$ cat config.mk
export PLATFORM = sky130hd
export DESIGN_NAME = gray_counter_param
export DESIGN_NICKNAME = d
export VERILOG_FILES = /design/src/rtl/gray_counter_param.sv
export SDC_FILE = /design/constraint.sdc
export NUM_CORES = 1
export LEC_CHECK = 0
export CORE_MARGIN = 4
export CORE_UTILIZATION = 28
export DETAILED_ROUTE_END_ITERATION = 16
export SYNTH_ARGS = -nofsm -noshare
export SYNTH_HDL_FRONTEND = slang
export SYNTH_SLANG_ARGS = --single-unit
export TNS_END_PERCENT = 50
$ cat constraint.sdc
create_clock -name clk -period 3.9 [get_ports clk]
set_clock_uncertainty 0.05 [all_clocks]
set_input_delay 0.585 -clock clk [delete_from_list [all_inputs] [get_ports clk]]
set_output_delay 0.585 -clock clk [all_outputs]
set_load 0.01 [all_outputs]
$ cat src/rtl/gray_counter_param.sv
// -----------------------------------------------------------------------------
// gray_counter_param
//
// Parametrised up/down Gray code counter with synchronous load, count enable
// and a selectable wrap or saturate behaviour at the numeric boundaries.
//
// The counter keeps a binary state register and a Gray output register.
// Both are loaded from the same "next binary" value on every edge, so the
// Gray output is always exactly bin ^ (bin >> 1). There is never a cycle in
// which the Gray output lags the binary count.
//
// Intended as the shared counter primitive for async FIFO pointers and
// position encoders.
//
// Parameters
//   WIDTH     : counter width in bits, legal range 2..32 (default 8)
//   SATURATE  : 0 = wrap at the boundaries, 1 = hold at the boundaries
//   RESET_VAL : binary value loaded on reset, must be < 2^WIDTH
//
// Ports
//   clk       in   1      clock, all state changes on the rising edge
//   rst       in   1      synchronous reset, active-high
//   en        in   1      count enable, one step per enabled cycle
//   up_dn     in   1      direction, 1 = increment, 0 = decrement
//   load      in   1      synchronous load strobe
//   load_val  in   WIDTH  binary value to load
//   bin       out  WIDTH  registered binary count
//   gray      out  WIDTH  registered Gray code of bin
//   tc        out  1      registered one-cycle terminal-count pulse
//
// Optional feature (compile-time macro GRAY_MATCH_EN)
//   match_val in   WIDTH  Gray-coded compare value
//   match     out  1      registered, high in the cycle after an edge whose
//                         next Gray value equals match_val
//   With GRAY_MATCH_EN undefined these ports and the comparator do not exist.
//
// Edge priority: rst > load > en > hold.
// A boundary step is a step attempted at all-ones going up or at all-zeros
// going down. It raises tc for the following cycle. With SATURATE=0 the
// counter wraps. With SATURATE=1 the counter holds its value. Every other
// edge clears tc.
// -----------------------------------------------------------------------------
module gray_counter_param #(
    parameter int unsigned WIDTH     = 8,
    parameter int unsigned SATURATE  = 0,
    parameter int unsigned RESET_VAL = 0
) (
    input  logic             clk,
    input  logic             rst,
    input  logic             en,
    input  logic             up_dn,
    input  logic             load,
    input  logic [WIDTH-1:0] load_val,
`ifdef GRAY_MATCH_EN
    input  logic [WIDTH-1:0] match_val,
`endif
    output logic [WIDTH-1:0] bin,
    output logic [WIDTH-1:0] gray,
    output logic             tc
`ifdef GRAY_MATCH_EN
    ,
    output logic             match
`endif
);

    // -------------------------------------------------------------------------
    // Constants
    // -------------------------------------------------------------------------
    localparam logic [WIDTH-1:0] RESET_BIN = RESET_VAL[WIDTH-1:0];
    localparam logic [WIDTH-1:0] ONE_BIN   = {{(WIDTH-1){1'b0}}, 1'b1};
    localparam logic [WIDTH-1:0] ALL_ONES  = {WIDTH{1'b1}};
    localparam logic [WIDTH-1:0] ALL_ZEROS = {WIDTH{1'b0}};
    localparam bit               SAT_EN    = (SATURATE != 32'd0);

    // -------------------------------------------------------------------------
    // Helper functions
    // -------------------------------------------------------------------------

    // Binary to reflected Gray code: each bit XORs with its more-significant neighbour.
    function automatic logic [WIDTH-1:0] bin2gray(input logic [WIDTH-1:0] b);
        return b ^ {1'b0, b[WIDTH-1:1]};
    endfunction

    localparam logic [WIDTH-1:0] RESET_GRAY = bin2gray(RESET_BIN);

    // -------------------------------------------------------------------------
    // State
    // -------------------------------------------------------------------------
    logic [WIDTH-1:0] bin_r;
    logic [WIDTH-1:0] gray_r;
    logic             tc_r;

    // -------------------------------------------------------------------------
    // Next-state signals
    // -------------------------------------------------------------------------
    logic [WIDTH-1:0] inc_s;
    logic [WIDTH-1:0] dec_s;
    logic             at_max_s;
    logic             at_min_s;
    logic             boundary_s;
    logic [WIDTH-1:0] bin_next_s;
    logic [WIDTH-1:0] gray_next_s;
    logic             tc_next_s;

    // Step candidates and boundary detection from the current binary count.
    always_comb begin
        inc_s    = bin_r + ONE_BIN;
        dec_s    = bin_r - ONE_BIN;
        at_max_s = (bin_r == ALL_ONES);
        at_min_s = (bin_r == ALL_ZEROS);
        if (up_dn) begin
            boundary_s = at_max_s;
        end else begin
            boundary_s = at_min_s;
        end
    end

    // Next binary value and terminal-count decision, with load over count over hold.
    always_comb begin
        bin_next_s = bin_r;
        tc_next_s  = 1'b0;
        if (load) begin
            bin_next_s = load_val;
            tc_next_s  = 1'b0;
        end else if (en) begin
            if (boundary_s) begin
                // Boundary step: always flag it. In saturate mode the count is held.
                tc_next_s = 1'b1;
                if (SAT_EN) begin
                    bin_next_s = bin_r;
                end else if (up_dn) begin
                    bin_next_s = inc_s;
                end else begin
                    bin_next_s = dec_s;
                end
            end else begin
                tc_next_s = 1'b0;
                if (up_dn) begin
                    bin_next_s = inc_s;
                end else begin
                    bin_next_s = dec_s;
                end
            end
        end else begin
            bin_next_s = bin_r;
            tc_next_s  = 1'b0;
        end
    end

    // The Gray register is fed from the next binary value so both update on the same edge.
    always_comb begin
        gray_next_s = bin2gray(bin_next_s);
    end

    // Counter state registers with synchronous reset overriding load and enable.
    always_ff @(posedge clk) begin
        if (rst) begin
            bin_r  <= RESET_BIN;
            gray_r <= RESET_GRAY;
            tc_r   <= 1'b0;
        end else begin
            bin_r  <= bin_next_s;
            gray_r <= gray_next_s;
            tc_r   <= tc_next_s;
        end
    end

    assign bin  = bin_r;
    assign gray = gray_r;
    assign tc   = tc_r;

`ifdef GRAY_MATCH_EN
    logic match_r;
    logic match_next_s;

    // Compare against the Gray value being written this edge, so match lines up with gray.
    always_comb begin
        match_next_s = (gray_next_s == match_val);
    end

    // Registered match flag, cleared by reset.
    always_ff @(posedge clk) begin
        if (rst) begin
            match_r <= 1'b0;
        end else begin
            match_r <= match_next_s;
        end
    end

    assign match = match_r;
`endif

endmodule

* Word level (Yosys, flattened, before mapping)
Cells that the tools add are included.
Storage, ports and cells: bits in registers 17, bits in latches 0, memory bits (writable) 0, bits in read-only memories 0, bits of input ports 13, logic and storage cells 15, memories kept 0
Cells by class: add/subtract/negate cells 2, $mul 0, divide/modulo/power cells 0, $lt $le $gt $ge 0, equality and inequality tests 1, shift-type cells 0, mux-type cells 5, bitwise gates (word level) 2, reductions and logical operators 2
Operators with widths (count):
- $mux W8 | 3
- $add A8 B1 Y8 const B | 1
- $eq A8 B8 Y1 const B | 1
- $logic_not A8 Y1 | 1
- $sub A8 B1 Y8 const B | 1
- $xor A8 B7 Y8 | 1
- $reduce_or A3 Y1 | 1
- $mux W1 | 2
- $not A1 Y1 | 1

* Longest topological paths before layout
Gate-level depths: netlist of the first run.
word-level depth 5, mapped depth 8, mapped depth without buffers 8

* Worst setup path after synthesis of the first run
Ideal clock, no wire load.
path kind in2reg, start point input up_dn, end point register gray_r[3] (netlist: gray[3]), setup time 128 ps, arrival time 1991 ps, path slack 1732 ps, stages on the path 8, cell sequence inv_1 -> ha_1 -> nor2b_1 -> o31ai_2 -> o211ai_1 -> a21oi_1 -> xor2_1 -> nor2_1
Between the ends: word-level cells in the longest chain between the ends 4
RTL lines:
- from (decl) | line 51 | input logic up_dn,
- $mux W8 | line 131, 138
- $mux W8 | line 125 | end else if (en) begin
- $mux W8 | line 122 | if (load) begin
- $xor A8 B7 Y8 | line 81 | return b ^ {1'b0, b[WIDTH-1:1]};
- to (signal assigned) | line 163 | gray_r <= gray_next_s;
- to (decl) | line 90 | logic [WIDTH-1:0] gray_r;
Every way passes these cells. A chain may end at the register's enable or synchronous reset.

* Final worst setup path of the first run
Same ends and word-level chain as after synthesis.

==> out/qor.yml, run 1 <==
cts:
  cts_resized: 0
  clk_pin_slew_ns: 0.09
  cts-htree-levels: 1
  clock-sinks: 16
  cts-root-buf: "clkbuf_4"
  tritoncts: "built"
  hold_buffers: 0
  clock_latency_ns: 0.28
  post_cts_buffers: 0
  cts_buffer_depth: 2
  cts_inserted_buffers: 3
drt:
  vias: 944
  route.detailed.vias_per_inst: 4.99
  drc: 0
  drt_first_iter_violations: 81
  ant_nets: 0
  wire_per_inst_um: 13.7
  drt-total-wl_um: 2590
  drt_first_pass_iters: 4
critical_path:
  cp.required_ns: 4.00
  crit_path_max_incr_delay_ns: 0.63
  r2r_cells: 8
  path_class: "input pin to register"
  crit_family: "buffers and inverters"
  crit_start: "up_dn"
  path_cells: "clkdlybuf4s50_1 -> inv_1 -> ha_1 -> nor2b_1 -> o31ai_2 -> o211ai_1 -> a21oi_1 -> xor2_1 -> nor2_1"
  worstReg2RegStart: "bin[0]$_SDFF_PP0_"
  rrSetupSlack_ns: 1.68
  crit_cells: 9
  startpoint_type: "input pin"
  slowest_stage: "clkdlybuf4s50_1"
  cp_num_buf_inv: 2
  critPathCaptureType: "register"
  crit_arrival_ns: 2.95
  cp_max_fo: 8
  crit_end: "gray[3]$_SDFF_PP0_"
  r2r_end: "gray[3]$_SDFF_PP0_"
hold_path:
  hold_class: "register to register"
  hold_start: "bin[2]$_SDFF_PP0_"
synthesis:
  synth_area_um2: 1010
  async_reset_ff_share_pct: 0
  synth_top_cell_area_share_pct: 31.8
  avgSynthCellArea_um2: 8.69
  yosys_warnings: 0
  synth_cell_types: 39
  synthTopCellsByArea: "dfxtp_1, ha_1, xnor2_1"
  synth_cells: 116
  yosysSeqAreaShare_pct: 31.8
  synth_edf_count: 0
  yosys_register_bits: 16
  synth_top_area_cell: "dfxtp_1"
  synth_flop_cell: "dfxtp_1"
  synth_nets: 136
pwr:
  total_power_w: 0.000456
  powerDensity_nw_per_um2: 339
  p_leak_nw: 0.501
  ir_worst_vdd_mv: 0.237
timing:
  slew_headroom_pct: 56.2
  hold_violations: 0
  worst_slew_pin_slew_ns: 0.655
  fmax_mhz: 351
  fin_crit_sh_pct: 73.1
  setup_viol: 0
  rsz0062_at_grt: "false"
  slew_viol_final: 0
  fin_ws_ns: 1.05
  tns_ns: 0
  period_needed_ns: 2.85
global_route:
  grt_max_degree: 20
  antenna_found_initial: 0
  overflow: 0
  grt_pass1_wl_um: 4170
  gr-usage-all-layers_pct: 11.7
  grt_pass1_vias: 912
final_layout:
  layout.nets: 165
  final_cell_mix: "clkdlybuf4s50_1, nor2_1, dfxtp_1"
  nFillCells: 350
  multi_input_area_um2: 634
  drive_gt1_share_pct: 6.99
  seq_area_um2: 320
  area_delta_synth_final_pct: 33.5
  layout_commonest_cell: "clkdlybuf4s50_1"
  n_antenna_cell: 0
placed_design:
  place.port_buffers: 29
  place_ws_ns: 0.769
  gp_congestion: 0.853
  hpwl_um: 2020
run_status:
  status: "complete, no violations"
floorplan:
  fp.dieH_um: 68.0
  die_x_um: 68.0
  dieArea_um2: 4630
  rows: 21
  start_util_pct: 29.5
  pin_count: 30
  fp.coreArea_um2: 3420
flow_run:
  drv_cap: 0
[flip-flops by register name, summed over array words and instances (netlist names)]
register,flops
tc,1
gray,7
bin,8
[worst min-delay path, delay by kind of cell, from the launching register on]
kind	cells	cell delay, ns
flops	1	0.37
compound gates	1	0.15
simple gates	3	0.21
[metrics by stage]
stage / cells / area, µm² / utilization (%) / hold slack, ns
finish: 189 / 1350 / 39.4 / 0.712
global route: 189 / 1350 / 39.4 / 0.763
CTS: 189 / 1350 / 39.4 / 0.690
detailed placement: 186 / 1320 / 38.8 / 0.682
global placement: 186 / 1320 / 38.8 / 0.635
floorplan: 116 / 1010 / - / 0.577
[where the power goes]
part           switching [W]  leakage [nW]  internal [W]
logic              0.0000828         0.354     0.0000921
clock network      0.0000479        0.0138     0.0000358
registers          0.0000155         0.133      0.000182
total               0.000146         0.501      0.000310
[metal layers]
layer,part of all wire [%],track usage (%)
met1,46,15.6
met2,47,18.4
met3,5.2,3.61
met4,1.4,2.73
met5,0,0
[final cells by class]
type / instances / share of cell area (%)
Clock buffer: 3 / 1.67
Inverter: 5 / 1.58
Multi-Input combinational cell: 90 / 47.1
Sequential cell: 16 / 23.8
Tap cell: 46 / 4.28
Timing Repair Buffer: 29 / 21.6
[worst min-delay path by stage]
stage,slack [ns],depth (start not counted),endpoint
after floorplan,0.58,3,tc$_SDFF_PP0_
after global placement,0.63,3,tc$_SDFF_PP0_
after detailed placement,0.68,3,tc$_SDFF_PP0_
after CTS,0.69,3,tc$_SDFF_PP0_
after global routing,0.76,3,bin[5]$_SDFF_PP0_
final,0.71,4,tc$_SDFF_PP0_
[cell families after synthesis]
| kind of cell | after synthesis | synth area share (%) |
|---|---|---|
| AND/OR/NAND/NOR | 40 | 20.0 |
| AO/OA/AOI/OAI | 29 | 21.0 |
| flip-flops | 16 | 31.8 |
| XOR/XNOR | 11 | 9.55 |
| buffers and inverters | 10 | 5.33 |
| adder cells (fa/ha/maj) | 7 | 9.43 |
| multiplexers | 3 | 2.98 |
[cell usage after synthesis (all sizes together), types with 2 or more instances]
cell type  count
mux2i          3
buf            4
xor2           3
nor2          18
a31oi          2
xnor2          8
nor2b          4
nor3b          3
dfxtp         16
nor3           5
o21a           3
a21oi         11
o211ai         3
inv            5
nor4           2
ha             6
a22o           2
nand4          2
No activity file was read; power rests on OpenSTA's default activity.
==> run 2: changes to the inputs <==
clock period = 2.82 ns   (was 3.9 ns; I/O delays follow)
==> run 2 against run 1 <==
  * Hold slack lost 0.045 ns
  * Clock power grew 83%
  * Sequential power up 39%
  * First-iteration DRC count is 47% lower
  * Clock-buffer cell count increased by 1
  * Power grew 48%
  * Critical endpoint unchanged
==> out/qor.yml, run 2 (synthesis gave the netlist of run 1 again) <==
cts:
  cts_buffer_depth: 2  # unchanged
  clock_latency_ns: 0.29  # about the same
  cts_inserted_buffers: 3  # unchanged
  hold_buffers: 0  # unchanged
  cts-root-buf: "clkbuf_4"
  post_cts_buffers: 0  # unchanged
  tritoncts: "built"
  cts_resized: 0  # unchanged
  clk_pin_slew_ns: 0.09  # about the same
  clock-sinks: 16  # unchanged
  cts-htree-levels: 1  # unchanged
drt:
  drt_first_iter_violations: 43  # -47%
  vias: 961  # +1.8%
  drt_first_pass_iters: 6  # +2
  ant_nets: 0  # unchanged
  route.detailed.vias_per_inst: 4.95  # -0.82%
  wire_per_inst_um: 13.4  # -2.4%
  drt-total-wl_um: 2590  # +0.19%
  drc: 0  # unchanged
critical_path:
  path_cells: "clkdlybuf4s50_1 -> buf_4 -> fa_1 -> nor2b_1 -> o21a_1 -> o211ai_1 -> a21oi_1 -> xor2_1 -> nor2_1"
  path_class: "input pin to register"
  r2r_end: "gray[3]$_SDFF_PP0_"
  worstReg2RegStart: "bin[0]$_SDFF_PP0_"
  cp.required_ns: 2.94  # -1.06 ns
  r2r_cells: 8  # unchanged
  crit_path_max_incr_delay_ns: 0.46  # -0.17 ns
  startpoint_type: "input pin"
  rrSetupSlack_ns: 0.55  # -1.13 ns
  critPathCaptureType: "register"
  slowest_stage: "fa_1"
  crit_arrival_ns: 2.52  # -0.43 ns
  cp_max_fo: 5  # -3
pwr:
  power_frac_seq_pct: 40.5  # -2.8 points
  powerDensity_nw_per_um2: 484  # +43%
  p_int_w: 0.000461  # +49%
  p_switching_w: 0.000212  # +45%
  p_leak_nw: 0.527  # +5.3%
  p_clk_share_pct: 22.7  # +4.3 points
  switching_share_pct: 31.5  # -0.58 points
  ir_worst_vdd_mv: 0.258  # +9.2%
  pwr-share-comb_pct: 36.8  # -1.5 points
final_layout:
  area_delta_synth_final_pct: 37.8
  drive_gt1_share_pct: 10.1  # +3.1 points
  n_antenna_cell: 0  # unchanged
  largest_reg_flops: 8  # unchanged
  multi_input_area_um2: 634  # unchanged
  nFillCells: 369  # +5.4%
  final_cell_mix: "clkdlybuf4s50_1, nor2_1, dfxtp_1"
  layout.nets: 169  # +2.4%
  layout_commonest_cell: "clkdlybuf4s50_1"
  seq_area_um2: 320  # unchanged
placed_design:
  place_ws_ns: 0.125  # -0.644 ns
  hpwl_um: 2070  # +2.6%
  place.port_buffers: 29  # unchanged
  gp_congestion: 0.832  # -2.6%
hold_path:
  hold_start: "bin[3]$_SDFF_PP0_"
  hold_end: "bin[3]$_SDFF_PP0_"
  hold_class: "register to register"
  min_path_cells: 3  # -1
timing:
  tns_ns: 0  # unchanged
  period_needed_ns: 2.39
  rsz0062_at_grt: "false"
  slew_headroom_pct: 63.0  # +6.8 points
  fmax_mhz: 418
  hold_violations: 0  # unchanged
  fin_crit_sh_pct: 84.9
  setup_viol: 0  # unchanged
  worst_slew_pin_slew_ns: 0.553  # -0.102 ns
  slew_viol_final: 0  # unchanged
  fin_ws_ns: 0.426  # -0.624 ns
floorplan:
  die_x_um: 68.0  # unchanged
  dieArea_um2: 4630  # unchanged
  fp.coreArea_um2: 3420  # unchanged
  start_util_pct: 29.5  # unchanged
  pin_count: 30  # unchanged
  rows: 21  # unchanged
  fp.dieH_um: 68.0  # unchanged
global_route:
  overflow: 0  # unchanged
  gr-usage-all-layers_pct: 11.8  # +0.098 points
  antenna_found_initial: 0  # unchanged
  grt_pass1_vias: 965  # +5.8%
  grt_max_degree: 17  # -15%
  grt_pass1_wl_um: 4280  # +2.7%
run_status:
  status: "complete, no violations"
flow_run:
  drv_cap: 0  # unchanged
[run 2: through the flow]
stage,cell area [µm²],hold slack [ns],instances,power [W],util (%)
floorplan,1010,0.442,116,0.000423,-
global placement,1350,0.629,190,0.000521,39.6
detailed placement,1350,0.644,190,0.000525,39.6
CTS,1390,0.672,194,0.000676,40.7
global route,1390,0.736,194,0.000713,40.7
finish,1390,0.667,194,0.000673,40.7
[run 2: worst max path at each step]
stage	from	end	cells past startpoint
2_1_floorplan	up_dn	gray[3]$_SDFF_PP0_	8
3_3_place_gp	up_dn	gray[3]$_SDFF_PP0_	9
3_5_place_dp	up_dn	gray[3]$_SDFF_PP0_	9
4_1_cts	up_dn	gray[3]$_SDFF_PP0_	9
5_1_grt	up_dn	gray[3]$_SDFF_PP0_	9
6_report	up_dn	gray[3]$_SDFF_PP0_	9
[run 2: power by group through the flow]
stage / clock [W] / sequential (W) / combinational [W]
after floorplan: 0 / 0.000285 / 0.000138
after global placement: 0 / 0.000277 / 0.000244
after detailed placement: 0 / 0.000278 / 0.000247
after CTS: 0.000154 / 0.000273 / 0.000249
after global routing: 0.000164 / 0.000276 / 0.000273
final: 0.000153 / 0.000273 / 0.000248
[run 2: critical path: cells and delay by family]
family          cells  cell delay, ns
xor+xnor            1            0.18
buf+inv             2            0.60
simple gates        2            0.26
compound gates      3            0.60
fa+ha+maj           1            0.46
[run 2: cell type report]
cell class              instances  area share, %
inverters                       5           1.53
repair buffers                 33           23.0
flip-flops and latches         16           23.0
well taps                      46           4.14
clock buffers                   4           2.61
multi-input cells              90           45.6
[run 2: metal layers]
metal,GRT usage [%],vias to the layer above,share of wire [%]
met3,2.96,4,4.4
li1,-,478,-
met2,20.1,28,46
met5,0,-,0
met4,1.49,0,0.85
met1,15.4,451,48
==> run 3: changes to the inputs <==
clock period = 2 ns   (was 2.82 ns; I/O delays follow)
==> run 3 against run 2 <==
  * Combinational power up 84%
  * Sequential share of layout area down 3.5 points
  * Setup slack worse by 0.30 ns
  * Highest routed layer unchanged
==> out/qor.yml, run 3 (synthesis gave the netlist of run 1 again) <==
final_layout:
  area_delta_synth_final_pct: 65.4
  final_cells: 216  # +11%
  layout.nets: 191  # +13%
  largest_reg_flops: 8  # unchanged
  n_antenna_cell: 0  # unchanged
  drive_gt1_share_pct: 30.6  # +20 points
  final_cell_mix: "clkdlybuf4s50_1, buf_4, nor2_1"
  layout_commonest_cell: "clkdlybuf4s50_1"
drt:
  ant_nets: 0  # unchanged
  drc: 0  # unchanged
  drt_first_pass_iters: 4  # -2
  drt_first_iter_violations: 51  # +19%
  wire_per_inst_um: 13.5  # +1.0%
  route.detailed.vias_per_inst: 4.87  # -1.8%
  vias: 1051  # +9.4%
  drt-total-wl_um: 2920  # +12%
critical_path:
  slowest_stage: "dfxtp_4"
  path_class: "register to register"
  crit_path_max_incr_delay_ns: 0.38  # -0.08 ns
  path_cells: "inv_1 -> fa_2 -> nor2b_1 -> o31ai_2 -> a211o_1 -> o211ai_2 -> xor2_1 -> nor2_1"
  cp_num_buf_inv: 1  # -1
  critPathCaptureType: "register"
  r2r_cells: 8  # unchanged
  r2r_end: "gray[5]$_SDFF_PP0_"
  cp_max_fo: 3  # -2
  startpoint_type: "register"
  crit_arrival_ns: 1.99  # -0.53 ns
  rrSetupSlack_ns: 0.12  # -0.43 ns
  cp.required_ns: 2.11  # -0.83 ns
  worstReg2RegStart: "bin[1]$_SDFF_PP0_"
  crit_family: "compound AO/OA/AOI/OAI gates"
placed_design:
  place.port_buffers: 29  # unchanged
  gp_congestion: 0.909  # +9.3%
  hpwl_um: 2200  # +6.4%
  place_ws_ns: -0.503  # -0.628 ns
  placed_cells: 207  # +8.9%
timing:
  period_needed_ns: 1.88
  fin_crit_sh_pct: 93.9
  fin_ws_ns: 0.122  # -0.304 ns
  fmax_mhz: 533
  setup_viol: 0  # unchanged
  hold_violations: 0  # unchanged
  worst_slew_pin_slew_ns: 0.538  # -0.0154 ns
  slew_headroom_pct: 64.0  # +1.0 points
  slew_viol_final: 0  # unchanged
floorplan:
  dieArea_um2: 4630  # unchanged
  fp.dieH_um: 68.0  # unchanged
  die_x_um: 68.0  # unchanged
  start_util_pct: 29.5  # unchanged
  fp.coreArea_um2: 3420  # unchanged
  pin_count: 30  # unchanged
  rows: 21  # unchanged
global_route:
  grt_pass1_wl_um: 4600  # +7.4%
  grt_pass1_vias: 1019  # +5.6%
  grt_max_degree: 17  # unchanged
  overflow: 0  # unchanged
  gr-usage-all-layers_pct: 13.0  # +1.2 points
  antenna_found_initial: 0  # unchanged
pwr:
  p_int_w: 0.000722  # +56%
  powerDensity_nw_per_um2: 626  # +29%
  p_clk_share_pct: 20.0  # -2.7 points
  pwr-share-comb_pct: 43.7  # +6.9 points
  ir_worst_vdd_mv: 0.385  # +49%
  p_switching_w: 0.000322  # +52%
  switching_share_pct: 30.8  # -0.62 points
  p_leak_nw: 0.648  # +23%
  power_frac_seq_pct: 36.4  # -4.1 points
cts:
  cts_buffer_depth: 2  # unchanged
  tritoncts: "built"
  cts-htree-levels: 1  # unchanged
  clock-sinks: 16  # unchanged
  cts-root-buf: "clkbuf_4"
  clk_pin_slew_ns: 0.09  # about the same
  clock_latency_ns: 0.28  # about the same
  cts_inserted_buffers: 3  # unchanged
  hold_buffers: 0  # unchanged
hold_path:
  hold_end: "tc$_SDFF_PP0_"
  hold_class: "input pin to register"
  min_path_cells: 5  # +2
  hold_start: "up_dn"
flow_run:
  drv_cap: 0  # unchanged
run_status:
  status: "complete, no violations"
run 3: changes by cell type in the layout (fill, tap and decap cells not counted), sizes merged:
cell and delta:
clkbuf +1, buf +22, clkdlybuf4s50 -1
run 3: power groups by stage:
stage                     sequential (W)  clock, W  combinational, W
after detailed placement        0.000383         0          0.000395
after global routing            0.000384  0.000238          0.000500
after floorplan                 0.000403         0          0.000194
after global placement          0.000382         0          0.000392
final                           0.000380  0.000208          0.000456
after CTS                       0.000379  0.000219          0.000428
run 3: area by class of cell:
type	count	area [µm²]
sequential	16	325
tap	46	57.6
timing repair buffer	55	484
multi-input combinational	90	743
inverter	5	21.3
clock buffer	4	36.3
fill	333	1750
run 3: metrics by stage:
| step | utilization, % | hold slack (ns) | instance area [µm²] | setup TNS [ns] | total power, W |
|---|---|---|---|---|---|
| 4_1_cts | 47.0 | 0.610 | 1610 | 0 | 0.00103 |
| 5_1_grt | 48.8 | 0.592 | 1670 | -0.0322 | 0.00112 |
| 3_3_place_gp | 43.4 | 0.684 | 1480 | -4.63 | 0.000774 |
| 3_5_place_dp | 43.4 | 0.669 | 1480 | -5.09 | 0.000777 |
| 2_1_floorplan | - | 0.319 | 1010 | 0 | 0.000596 |
| 6_report | 48.8 | 0.531 | 1670 | 0 | 0.00104 |
run 3: worst max-delay path by stage:
stage | startpoint | to | slack (ns) | cells past startpoint
detailed placement | up_dn | gray[5]$_SDFF_PP0_ | -0.50 | 10
finish | bin[1]$_SDFF_PP0_ | gray[5]$_SDFF_PP0_ | 0.12 | 8
global placement | up_dn | gray[5]$_SDFF_PP0_ | -0.48 | 9
CTS | bin[1]$_SDFF_PP0_ | gray[1]$_SDFF_PP0_ | 0.04 | 10
global route | bin[0]$_SDFF_PP0_ | gray[4]$_SDFF_PP0_ | -0.02 | 8
floorplan | bin[0]$_SDFF_PP0_ | gray[3]$_SDFF_PP0_ | 0.01 | 8
run 3: worst min-delay path, delay by kind of cell:
family	cells	cell delay [ns]
and+or+nand+nor	2	0.12
buffers and inverters	2	0.26
AOI/OAI and AO/OA	1	0.16
run 3: timing repair:
action,CTS,global route
setup buffers,2,3
pin swaps,6,7
gates cloned,0,0
resized for setup,10,11
setup endpoints to repair,10,5
endpoints found under the hold margin,0,0
run 3: metal layers:
metal  vias to the layer above  part of all wire, %  wire length, µm  global-route usage [%]
li1                        524                    -                -                       -
met1                       496                   45             1300                    16.5
met2                        29                   50             1470                    22.3
met3                         2                  4.3              124                    3.28
met4                         0                 0.82               24                    2.73
met5                         -                    0                0                       0
